==> config.mk <==
export PLATFORM = sky130hd
export DESIGN_NAME = mux_pipe
export DESIGN_NICKNAME = d
export VERILOG_FILES = /design/src/rtl/mux_pipe.sv
export SDC_FILE = /design/constraint.sdc
export NUM_CORES = 1
export LEC_CHECK = 0
export CAP_MARGIN = 5
export CORE_AREA = 2 2 417 419
export CTS_CLUSTER_SIZE = 24
export DETAILED_ROUTE_END_ITERATION = 16
export DIE_AREA = 0 0 419 421
export GPL_ROUTABILITY_DRIVEN = 0
export PLACE_DENSITY_LB_ADDON = 0.08
export SYNTH_ARGS = -nofsm -noshare
export SYNTH_HDL_FRONTEND = slang
export SYNTH_SLANG_ARGS = --single-unit
==> constraint.sdc <==
create_clock -name clock -period 5.4 [get_ports clock]
set_clock_uncertainty 0.1 [all_clocks]
set_input_delay 1.08 -clock clock [delete_from_list [all_inputs] [get_ports clock]]
set_output_delay 1.08 -clock clock [all_outputs]
set_load 0.01 [all_outputs]
==> src/rtl/mux_pipe.sv <==
// mux_pipe: two-stage pipelined NUM_IN-to-1 select tree with valid/ready handshake
//   clock, reset_n          rising-edge clock, asynchronous active-low reset
//   in_valid/in_ready       request handshake; in_sel/in_data sampled on accept
//   in_sel                  input index, >= NUM_IN flags an error result
//   in_data                 flattened inputs, input k at [k*WIDTH +: WIDTH]
//   out_valid/out_ready     result handshake
//   out_data, out_sel_err   selected input (0 on error) and out-of-range flag
//   err_count               saturating out-of-range accept counter, only with MUX_PIPE_ERR_COUNT_EN
module mux_pipe #(
    parameter int WIDTH  = 32,
    parameter int NUM_IN = 32,
    parameter int GROUP  = 8,
    localparam int SEL_W = $clog2(NUM_IN)
) (
    input  logic                    clock,
    input  logic                    reset_n,
    input  logic                    in_valid,
    output logic                    in_ready,
    input  logic [SEL_W-1:0]        in_sel,
    input  logic [NUM_IN*WIDTH-1:0] in_data,
    output logic                    out_valid,
    input  logic                    out_ready,
    output logic [WIDTH-1:0]        out_data,
    output logic                    out_sel_err
`ifdef MUX_PIPE_ERR_COUNT_EN
    ,
    output logic [15:0]             err_count
`endif
);
    localparam int NG = (NUM_IN + GROUP - 1) / GROUP;
    localparam int GB = $clog2(GROUP);
    localparam int HW = (SEL_W > GB) ? SEL_W - GB : 1;

    logic [NG*GROUP*WIDTH-1:0] pad;
    logic [NG-1:0][WIDTH-1:0]  part, s1_part;
    logic [GB-1:0]             lo;
    logic [HW-1:0]             hi, s1_hi;
    logic [WIDTH-1:0]          pick;
    logic                      err, s1_err, s1_valid, adv, acc;

    assign lo = in_sel[GB-1:0];
    assign err = 32'(in_sel) >= NUM_IN;

    // with a single group there are no upper select bits to carry
    if (SEL_W > GB) begin : g_hi
        assign hi = in_sel[SEL_W-1:GB];
    end else begin : g_nohi
        assign hi = '0;
    end

    // zero-padding the last group makes slots past NUM_IN read 0
    always_comb begin
        pad = '0;
        pad[NUM_IN*WIDTH-1:0] = in_data;
    end

    always_comb begin
        part = '0;
        for (int g = 0; g < NG; g++)
            for (int j = 0; j < GROUP; j++)
                if (lo == GB'(j)) part[g] = pad[(g*GROUP+j)*WIDTH +: WIDTH];
    end

    always_comb begin
        pick = '0;
        for (int g = 0; g < NG; g++)
            if (s1_hi == HW'(g)) pick = s1_part[g];
    end

    assign adv = !out_valid || out_ready;
    assign in_ready = !s1_valid || adv;
    assign acc = in_valid && in_ready;

    always_ff @(posedge clock or negedge reset_n) begin
        if (!reset_n) begin
            s1_valid <= 1'b0;
            s1_part  <= '0;
            s1_hi    <= '0;
            s1_err   <= 1'b0;
        end else if (acc) begin
            s1_valid <= 1'b1;
            s1_part  <= part;
            s1_hi    <= hi;
            s1_err   <= err;
        end else if (adv) begin
            s1_valid <= 1'b0;
        end
    end

    always_ff @(posedge clock or negedge reset_n) begin
        if (!reset_n) begin
            out_valid   <= 1'b0;
            out_data    <= '0;
            out_sel_err <= 1'b0;
        end else if (adv) begin
            out_valid <= s1_valid;
            if (s1_valid) begin
                out_data    <= s1_err ? '0 : pick;
                out_sel_err <= s1_err;
            end
        end
    end

`ifdef MUX_PIPE_ERR_COUNT_EN
    always_ff @(posedge clock or negedge reset_n) begin
        if (!reset_n)
            err_count <= '0;
        else if (acc && err && err_count != 16'hFFFF)
            err_count <= err_count + 16'd1;
    end
`endif

endmodule

==> impl_metrics.ini, run 1 <==
[global_routing]
grt_start_max_net_pins = 126
groute.usage.overall = 0.180
grt.overflow.total = 0
grt_pass1_vias = 21600
grt_pass1_wl_mm = 213
grt_antenna_before_repair = 75

[final_layout]
finish.cell_count_without_fillers = 5179
area.growth.synth_to_final_pct = 89.6
layout-drive-gt1-share = 0.0639
finalCoreUtilization = 0.171
area_occupied_by_multi_input_gates_mm2 = 0.0105
count_of_nets_after_finishing = 3853
register_area_mm2 = 0.00411
final_design_area_no_fill_mm2 = 0.0296
final.fill_count = 19400

[power_and_ir_drop]
p_per_area_mw_per_mm2 = 204
vdd_ir_drop_max_mv = 0.240
power.total_mw = 6.04
static-leakage-power_nw = 10.1

[hold_path]
hp-start = out_data[24]$_DFFE_PN0P_
min-delay-path-class = register to register
worst_hold_path.endpoint = out_data[24]$_DFFE_PN0P_
holdPathStages = 1

[synth]
postSynthRegisterBits = 164
synth_area_leaders = sky130_fd_sc_hd__dfrtp_1, sky130_fd_sc_hd__mux2i_1, sky130_fd_sc_hd__a22oi_1
syn_nets = 2938
post_synth_inst_count = 1905
ys_warn_count = 0
synthDominantAreaCellType = sky130_fd_sc_hd__dfrtp_1
synthArstFlopShare = 1.00
post_synth_instance_area_mm2 = 0.0156
area_share_of_the_largest_cell_type_after_synthesis = 0.263
ys.flop_type = sky130_fd_sc_hd__dfrtp_1
avgSynthCellArea_um2 = 8.19
synth-edff-count = 0
post_synthesis_sequential_area_ratio = 0.263
post_synth_num_cell_types = 33

[worst_setup_path]
slowest_stage_cell_crit_path = sky130_fd_sc_hd__clkdlybuf4s50_1
reg2reg_to = s1_part[104]$_DFFE_PN0P_
critical_path.reg2reg.startpoint = s1_valid$_DFFE_PN0P_
critical-path-top-cell-by-count = sky130_fd_sc_hd__clkdlybuf4s50_1
crit_type = primary input to output pin
worstSetupStartpointType = primary input
largest_stage_delay_on_the_critical_path_ns = 0.63
worstPathArrival_ns = 2.41
crit_chain = clkdlybuf4s50_1 -> nand3b_1 -> clkdlybuf4s50_1
worst-endpoint-required_ns = 4.22
reg2reg_setup_slack_ns = 2.84
critical_path_fanout_max = 4
reg2regPathDepth = 5
setup.worst_path.end_class = output pin
startpoint = out_ready

[clock_tree]
clk_root_buffer_cell = sky130_fd_sc_hd__clkbuf_16
cts_buffer_depth = 2
cts-resized-gates = 0
tritoncts = done
cts.sink_count = 164
hold_buffers = 0
clock_latency_ns = 0.55
postCtsSetupBuffers = 0
cts_buffers = 17
register_clock_pin_slew_on_the_reported_worst_setup_and_hold_paths_ns = 0.09
cts_max_level = 4

[route]
post_drt_via_cell_ratio = 3.87
met1_length_mm = 66.6
ant_nets = 0
drt-initial-drc-count = 1249
maxUsedRoutingLayer = met5
vias = 20000
drt-pass1-iter-count = 5
routedWlPerCell_um = 31.5
met2RoutedLength_mm = 86.8
routed-wl-met3_mm = 7.16
drc = 0
detail_route.wirelength_mm = 163

[sta]
maxSlewViolCount = 0
period_minus_slack_ns = 3.59
worst_slew_pin_slew_ns = 0.963
portion_of_the_clock_cycle_consumed_by_the_worst_path_in_the_final_layout = 0.664
finalHoldViolCount = 0
finalSetupViolCount = 0
setup_total_negative_slack_ns = 0
worst_hold_slack_ns = 0.413
timing.fmax_mhz = 279
grt_setup_unrepaired = false
timing.slew.headroom = 0.358
worst_slack_ns = 1.81

[floorplanning]
die_w_um = 419
die_h_um = 421
die_area_mm2 = 0.176
num_rows = 153
initial_core_util = 0.0904
floorplan.core_area_mm2 = 0.172
pin_count = 1068

[run_status]
run_status = finished clean

[placement]
portBuffers = 1066
placed_cell_area_mm2 = 0.0289
place_hpwl_mm = 132
pre_cts_slack_ns = 1.69
place_inst = 5126

[job]
maxCapViolations = 0
layer usage:
metal | track usage | up-vias
met2 | 0.334 | 602
met1 | 0.212 | 10100
met5 | 0 | -
met4 | 0.0379 | 28
li1 | - | 9207
met3 | 0.0347 | 133
state kept, by name (all words and copies together), names as in the netlist:
name / count
s1_valid: 1
s1_hi: 2
out_valid: 1
out_data: 32
s1_part: 128
critical path, delay by kind of cell:
family	cells	cell delay (ns)
buf+inv	2	1.09
simple gates	1	0.23
worst max path at each step:
| stage | end | slack (ns) | depth (start not counted) |
|---|---|---|---|
| 3_3_place_gp | s1_part[80]$_DFFE_PN0P_ | 1.67 | 7 |
| 2_1_floorplan | in_ready | 2.92 | 1 |
| 4_1_cts | in_ready | 1.81 | 3 |
| 5_1_grt | in_ready | 1.79 | 3 |
| 6_report | in_ready | 1.81 | 3 |
| 3_5_place_dp | s1_part[104]$_DFFE_PN0P_ | 1.69 | 6 |
cell type report:
| cell class | instances | area share |
|---|---|---|
| timing repair buffer | 1125 | 0.384 |
| multi-input combinational | 1512 | 0.356 |
| sequential | 164 | 0.139 |
| tap | 2325 | 0.0984 |
| clock buffer | 18 | 0.0145 |
| clock inverter | 14 | 0.00592 |
| antenna | 21 | 0.00178 |
synth_stat cells (4+ instances only):
cell type                  count
sky130_fd_sc_hd__nand2_1     189
sky130_fd_sc_hd__nor2_1      167
sky130_fd_sc_hd__dfrtp_1     164
sky130_fd_sc_hd__a22oi_1     128
sky130_fd_sc_hd__mux2i_1     128
sky130_fd_sc_hd__clkbuf_1    122
sky130_fd_sc_hd__a21o_1       90
sky130_fd_sc_hd__a21oi_1      90
sky130_fd_sc_hd__a311oi_1     90
sky130_fd_sc_hd__a32o_1       90
sky130_fd_sc_hd__nor3_1       90
sky130_fd_sc_hd__o21ai_0      90
sky130_fd_sc_hd__buf_2        85
sky130_fd_sc_hd__a31oi_1      76
sky130_fd_sc_hd__or2_0        72
sky130_fd_sc_hd__nand3b_1     39
sky130_fd_sc_hd__a221oi_1     38
sky130_fd_sc_hd__a22o_1       38
sky130_fd_sc_hd__mux2_2       32
sky130_fd_sc_hd__mux4_2       32
sky130_fd_sc_hd__buf_4        13
sky130_fd_sc_hd__or2_1        10
sky130_fd_sc_hd__or2_2         9
sky130_fd_sc_hd__buf_1         7
sky130_fd_sc_hd__and2_1        4
report_power, final:
group | switching, mW | total, mW | internal [mW]
clock network | 0.708 | 1.44 | 0.733
registers | 0.476 | 1.98 | 1.50
logic | 1.18 | 2.61 | 1.44
cell usage in the layout (no fill, tap or decap), types with 3 or more instances in the layout:
cell                              instances
sky130_fd_sc_hd__clkdlybuf4s50_1       1062
sky130_fd_sc_hd__clkbuf_16               17
sky130_fd_sc_hd__nor2_1                 166
sky130_fd_sc_hd__or2_1                   10
sky130_fd_sc_hd__dfrtp_1                162
sky130_fd_sc_hd__a32o_1                  90
sky130_fd_sc_hd__a21oi_1                 90
sky130_fd_sc_hd__a311oi_1                90
sky130_fd_sc_hd__buf_4                   41
sky130_fd_sc_hd__a31oi_1                 76
sky130_fd_sc_hd__a22o_1                  38
sky130_fd_sc_hd__diode_2                 21
sky130_fd_sc_hd__inv_6                    5
sky130_fd_sc_hd__a221oi_1                38
sky130_fd_sc_hd__or2_2                    9
sky130_fd_sc_hd__nor3_1                  90
sky130_fd_sc_hd__or2_0                   72
sky130_fd_sc_hd__a22oi_1                128
sky130_fd_sc_hd__nand3b_1                39
sky130_fd_sc_hd__o21ai_0                 90
sky130_fd_sc_hd__bufinv_16                3
sky130_fd_sc_hd__nand2_4                  3
sky130_fd_sc_hd__buf_12                  18
sky130_fd_sc_hd__nand2_1                186
sky130_fd_sc_hd__clkinvlp_4               3
sky130_fd_sc_hd__mux4_2                  32
sky130_fd_sc_hd__nand2b_1                 3
sky130_fd_sc_hd__a21o_1                  90
sky130_fd_sc_hd__mux2i_1                128
sky130_fd_sc_hd__and2_4                   3
sky130_fd_sc_hd__mux2_2                  32
cell families after synthesis:
logic type | synth area share
AO/OA/AOI/OAI | 0.345
other | 0.000240
AND/OR/NAND/NOR | 0.175
buffers and inverters | 0.0652
flip-flops | 0.263
multiplexers | 0.151
Power figures use the tool's default switching activity.
==> run 2, diff against run 1 <==
CORE_AREA = 2 2 421 423   (was 2 2 417 419)
DIE_AREA = 0 0 423 425   (was 0 0 419 421)
clock period = 3.8 ns   (was 5.4 ns; I/O delays follow)
==> impl_metrics.ini, run 2 (synthesis gave the netlist of run 1 again) <==
[run_status]
run_status = finished clean

[worst_setup_path]
crit_path_end = in_ready
reg2regPathDepth = 3
reg2reg_to = out_data[21]$_DFFE_PN0P_
startpoint = out_ready
crit_type = primary input to output pin
critical_path.reg2reg.startpoint = s1_hi[0]$_DFFE_PN0P_
worst-endpoint-required_ns = 2.94
setup.worst_path.end_class = output pin
reg2reg_setup_slack_ns = 1.55
worstPathArrival_ns = 2.16
worstSetupStartpointType = primary input
critical_path_fanout_max = 4

[floorplanning]
pin_count = 1068
die_h_um = 425
num_rows = 154
die_area_mm2 = 0.180
die_w_um = 423
initial_core_util = 0.0889
floorplan.core_area_mm2 = 0.175

[sta]
period_minus_slack_ns = 3.02
timing.fmax_mhz = 331
maxSlewViolCount = 0
timing.slew.headroom = 0.482
setup_total_negative_slack_ns = 0
portion_of_the_clock_cycle_consumed_by_the_worst_path_in_the_final_layout = 0.794
worst_slew_pin_slew_ns = 0.777
grt_setup_unrepaired = false
finalSetupViolCount = 0
finalHoldViolCount = 0

[final_layout]
largest_register_ffs = 128
layout-drive-gt1-share = 0.0734
finish.cell_count_without_fillers = 5216
register_area_mm2 = 0.00411
layout_common_cells = sky130_fd_sc_hd__clkdlybuf4s50_1, sky130_fd_sc_hd__nand2_1, sky130_fd_sc_hd__nor2_1
top_register = s1_part
largest_registers = s1_part (128), out_data (32), s1_hi (2)
count_of_nets_after_finishing = 3882
area_occupied_by_multi_input_gates_mm2 = 0.0105
final.fill_count = 19900
mostFrequentLayoutCell = sky130_fd_sc_hd__clkdlybuf4s50_1
area.growth.synth_to_final_pct = 91.4

[power_and_ir_drop]
power.switching_mw = 3.36
p_per_area_mw_per_mm2 = 285
static-leakage-power_nw = 10.3
power.total_mw = 8.52
switch_share = 0.394
vdd_ir_drop_max_mv = 0.254
clock_power_share = 0.226
power.share.sequential = 0.329
intPower_mw = 5.16
p_comb_frac = 0.445

[global_routing]
groute.usage.overall = 0.175
grt_antenna_before_repair = 52
grt_pass1_wl_mm = 212
grt.overflow.total = 0
grt_start_max_net_pins = 91
grt_pass1_vias = 21700

[route]
drt-initial-drc-count = 950
vias = 20200
drc = 0
routedWlPerCell_um = 31.3
ant_nets = 0
detail_route.wirelength_mm = 163
drt-pass1-iter-count = 6
post_drt_via_cell_ratio = 3.87

[clock_tree]
clock_latency_ns = 0.52
cts_buffer_depth = 2
clk_root_buffer_cell = sky130_fd_sc_hd__clkbuf_16
cts-resized-gates = 0
register_clock_pin_slew_on_the_reported_worst_setup_and_hold_paths_ns = 0.07
cts_max_level = 4
hold_buffers = 0
cts.sink_count = 164
postCtsSetupBuffers = 0
cts_buffers = 17
tritoncts = done

[placement]
portBuffers = 1066
place_hpwl_mm = 135
place_inst = 5170

[hold_path]
min-delay-path-class = primary input to async pin

[job]
maxCapViolations = 0
-- run 2: cell count changes in the layout (fill, tap and decap cells not counted) --
cell and delta:
sky130_fd_sc_hd__clkbuf_8 +1, sky130_fd_sc_hd__buf_6 +1, sky130_fd_sc_hd__inv_6 -1, sky130_fd_sc_hd__clkinv_4 +2
sky130_fd_sc_hd__bufinv_16 -2, sky130_fd_sc_hd__buf_4 +21, sky130_fd_sc_hd__diode_2 -7, sky130_fd_sc_hd__clkinv_2 -1
sky130_fd_sc_hd__buf_12 +8
-- run 2: how the worst min path moves through the flow --
stage                                           to  slack, ns
after global placement    out_data[13]$_DFFE_PN0P_       0.39
after detailed placement  out_data[13]$_DFFE_PN0P_       0.39
after CTS                  out_data[7]$_DFFE_PN0P_       0.08
after floorplan            out_data[0]$_DFFE_PN0P_       0.36
final                        out_valid$_DFFE_PN0P_       0.09
after global routing       s1_part[20]$_DFFE_PN0P_       0.09
-- run 2: power groups by stage --
| stage | Clock, mW | Combinational (mW) | Sequential, mW |
|---|---|---|---|
| floorplan | 0 | 1.42 | 2.40 |
| global placement | 0 | 3.90 | 2.94 |
| detailed placement | 0 | 3.88 | 2.93 |
| CTS | 2.07 | 3.91 | 2.90 |
| global route | 2.10 | 4.05 | 2.91 |
| finish | 1.93 | 3.79 | 2.81 |
-- run 2: metal layers --
| layer | global-route usage | part of all wire | up-vias |
|---|---|---|---|
| met5 | 0 | 0.00053 | - |
| met4 | 0.0227 | 0.0087 | 14 |
| met3 | 0.0323 | 0.046 | 97 |
| met2 | 0.332 | 0.54 | 673 |
| met1 | 0.206 | 0.41 | 10200 |
| li1 | - | - | 9250 |
-- run 2: area by class of cell --
type	count	area share
Antenna cell	14	0.00117
Clock buffer	20	0.0153
Tap cell	2340	0.0981
Clock inverter	12	0.00398
Timing Repair Buffer	1154	0.391
Sequential cell	164	0.138
Multi-Input combinational cell	1512	0.353
-- run 2: metrics by stage --
step / setup WS [ns] / utilization / hold slack [ns] / cell area, um2
floorplan: 1.65 / - / 0.357 / 15600
global placement: 0.757 / 0.167 / 0.392 / 29200
detailed placement: 0.752 / 0.167 / 0.394 / 29200
CTS: 0.749 / 0.170 / 0.0825 / 29800
global route: 0.733 / 0.170 / 0.0942 / 29800
finish: 0.783 / 0.170 / 0.0857 / 29900
-- run 2: worst max-delay path, cell delays in order --
cell,delay [ns]
sky130_fd_sc_hd__clkdlybuf4s50_1,0.47
sky130_fd_sc_hd__nand3b_1,0.32
sky130_fd_sc_hd__clkdlybuf4s50_1,0.61
==> run 3, diff against run 2 <==
clock period = 3.1 ns   (was 3.8 ns; I/O delays follow)
==> impl_metrics.ini, run 3 (synthesis gave the netlist of run 1 again) <==
[sta]
period_minus_slack_ns = 2.66
timing.slew.headroom = 0.405
setup_total_negative_slack_ns = 0
maxSlewViolCount = 0
grt_setup_unrepaired = false
finalHoldViolCount = 0
finalSetupViolCount = 0
portion_of_the_clock_cycle_consumed_by_the_worst_path_in_the_final_layout = 0.859
worst_slew_pin_slew_ns = 0.893
timing.fmax_mhz = 376

[final_layout]
largest_register_ffs = 128
final.fill_count = 19900
register_area_mm2 = 0.00411
count_of_nets_after_finishing = 3896
area_occupied_by_multi_input_gates_mm2 = 0.0105
layout-drive-gt1-share = 0.0775
largest_registers = s1_part (128), out_data (32), s1_hi (2)
area.growth.synth_to_final_pct = 93.7
mostFrequentLayoutCell = sky130_fd_sc_hd__clkdlybuf4s50_1
final_design_area_no_fill_mm2 = 0.0302
layout_common_cells = sky130_fd_sc_hd__clkdlybuf4s50_1, sky130_fd_sc_hd__nand2_1, sky130_fd_sc_hd__nor2_1
top_register = s1_part

[worst_setup_path]
startpoint = out_ready
critical-path-top-cell-by-count = sky130_fd_sc_hd__clkdlybuf4s50_1
crit_chain = clkdlybuf4s50_1 -> nand3b_1 -> clkdlybuf4s50_1
worstPathArrival_ns = 1.94
combined_buffer_and_inverter_count_along_the_critical_path = 2
setup.worst_path.end_class = output pin
cpLargestDelayFamily = buffers and inverters
slowest_stage_cell_crit_path = sky130_fd_sc_hd__clkdlybuf4s50_1
reg2reg_to = s1_part[100]$_DFFE_PN0P_
reg2reg_setup_slack_ns = 0.99
crit_path_end = in_ready
largest_stage_delay_on_the_critical_path_ns = 0.60
critical_path.reg2reg.startpoint = s1_valid$_DFFE_PN0P_
worstSetupStartpointType = primary input
reg2regPathDepth = 6
cp_num_cells = 3
crit_type = primary input to output pin
critical_path_fanout_max = 4
worst-endpoint-required_ns = 2.38

[route]
ant_nets = 0
routedWlPerCell_um = 31.2
drt-pass1-iter-count = 4
vias = 20400
post_drt_via_cell_ratio = 3.88
drc = 0
detail_route.wirelength_mm = 164
drt-initial-drc-count = 1142

[global_routing]
grt.overflow.total = 0
grt_antenna_before_repair = 83
grt_pass1_wl_mm = 213
grt_pass1_vias = 22200
grt_start_max_net_pins = 87
groute.usage.overall = 0.176

[power_and_ir_drop]
power.total_mw = 10.6
static-leakage-power_nw = 10.4
clock_power_share = 0.231
power.switching_mw = 4.16
intPower_mw = 6.46
vdd_ir_drop_max_mv = 0.283
switch_share = 0.392
p_comb_frac = 0.448
power.share.sequential = 0.321
p_per_area_mw_per_mm2 = 352

[hold_path]
holdPathStages = 1
min-delay-path-class = register to register

[run_status]
run_status = finished clean

[floorplanning]
floorplan.core_area_mm2 = 0.175
die_w_um = 423
num_rows = 154
pin_count = 1068
die_area_mm2 = 0.180
die_h_um = 425
initial_core_util = 0.0889

[job]
maxCapViolations = 0

[clock_tree]
cts_max_level = 4
tritoncts = done
cts.sink_count = 164
clock_latency_ns = 0.51
cts_buffers = 17
cts_buffer_depth = 2
register_clock_pin_slew_on_the_reported_worst_setup_and_hold_paths_ns = 0.07
clk_root_buffer_cell = sky130_fd_sc_hd__clkbuf_16
cts-resized-gates = 0

[placement]
place_hpwl_mm = 135
portBuffers = 1066
placed_cell_area_mm2 = 0.0295
==> run 3: what timing repair did <==
action	4_1_cts	5_1_grt
setup endpoints to repair	0	0
hold buffers	1	0
buffers inserted	0	0
endpoints found under the hold margin	42	0
==> run 3: worst min-delay path by stage <==
stage                              from                        to
2_1_floorplan                   reset_n   out_data[0]$_DFFE_PN0P_
3_3_place_gp   out_data[12]$_DFFE_PN0P_  out_data[12]$_DFFE_PN0P_
3_5_place_dp   out_data[10]$_DFFE_PN0P_  out_data[10]$_DFFE_PN0P_
4_1_cts        out_data[10]$_DFFE_PN0P_  out_data[10]$_DFFE_PN0P_
5_1_grt         out_data[7]$_DFFE_PN0P_   out_data[7]$_DFFE_PN0P_
6_report       out_data[12]$_DFFE_PN0P_  out_data[12]$_DFFE_PN0P_
==> run 3: layer usage <==
layer | wire (um) | global-route usage | part of all wire
met5 | 195 | 0 | 0.0012
met4 | 3170 | 0.0551 | 0.019
met3 | 7890 | 0.0372 | 0.048
met2 | 86000 | 0.317 | 0.52
met1 | 66800 | 0.206 | 0.41
==> run 3: layout make-up <==
class / instances / area share
diodes: 38 / 0.00315
clock buffers: 20 / 0.0151
clock inverters: 12 / 0.00476
multi-input cells: 1512 / 0.349
flip-flops and latches: 164 / 0.136
well taps: 2340 / 0.0969
repair buffers: 1168 / 0.395
==> run 3: metrics by stage <==
stage          worst slack [ns]  cells  utilization  hold WS, ns
4_1_cts                   0.448   5216        0.172        0.412
5_1_grt                   0.417   5248        0.172        0.424
3_3_place_gp              0.225   5183        0.168        0.389
6_report                  0.438   5254        0.172        0.406
3_5_place_dp              0.218   5183        0.168        0.392
2_1_floorplan              1.09   1905            -        0.224
==> run 3: power groups by stage <==
stage                     Sequential, mW  Clock [mW]  Combinational (mW)
after global routing                3.51        2.66                5.11
after detailed placement            3.54           0                4.88
after CTS                           3.49        2.61                4.91
after global placement              3.53           0                4.91
after floorplan                     2.94           0                1.74
final                               3.41        2.45                4.76
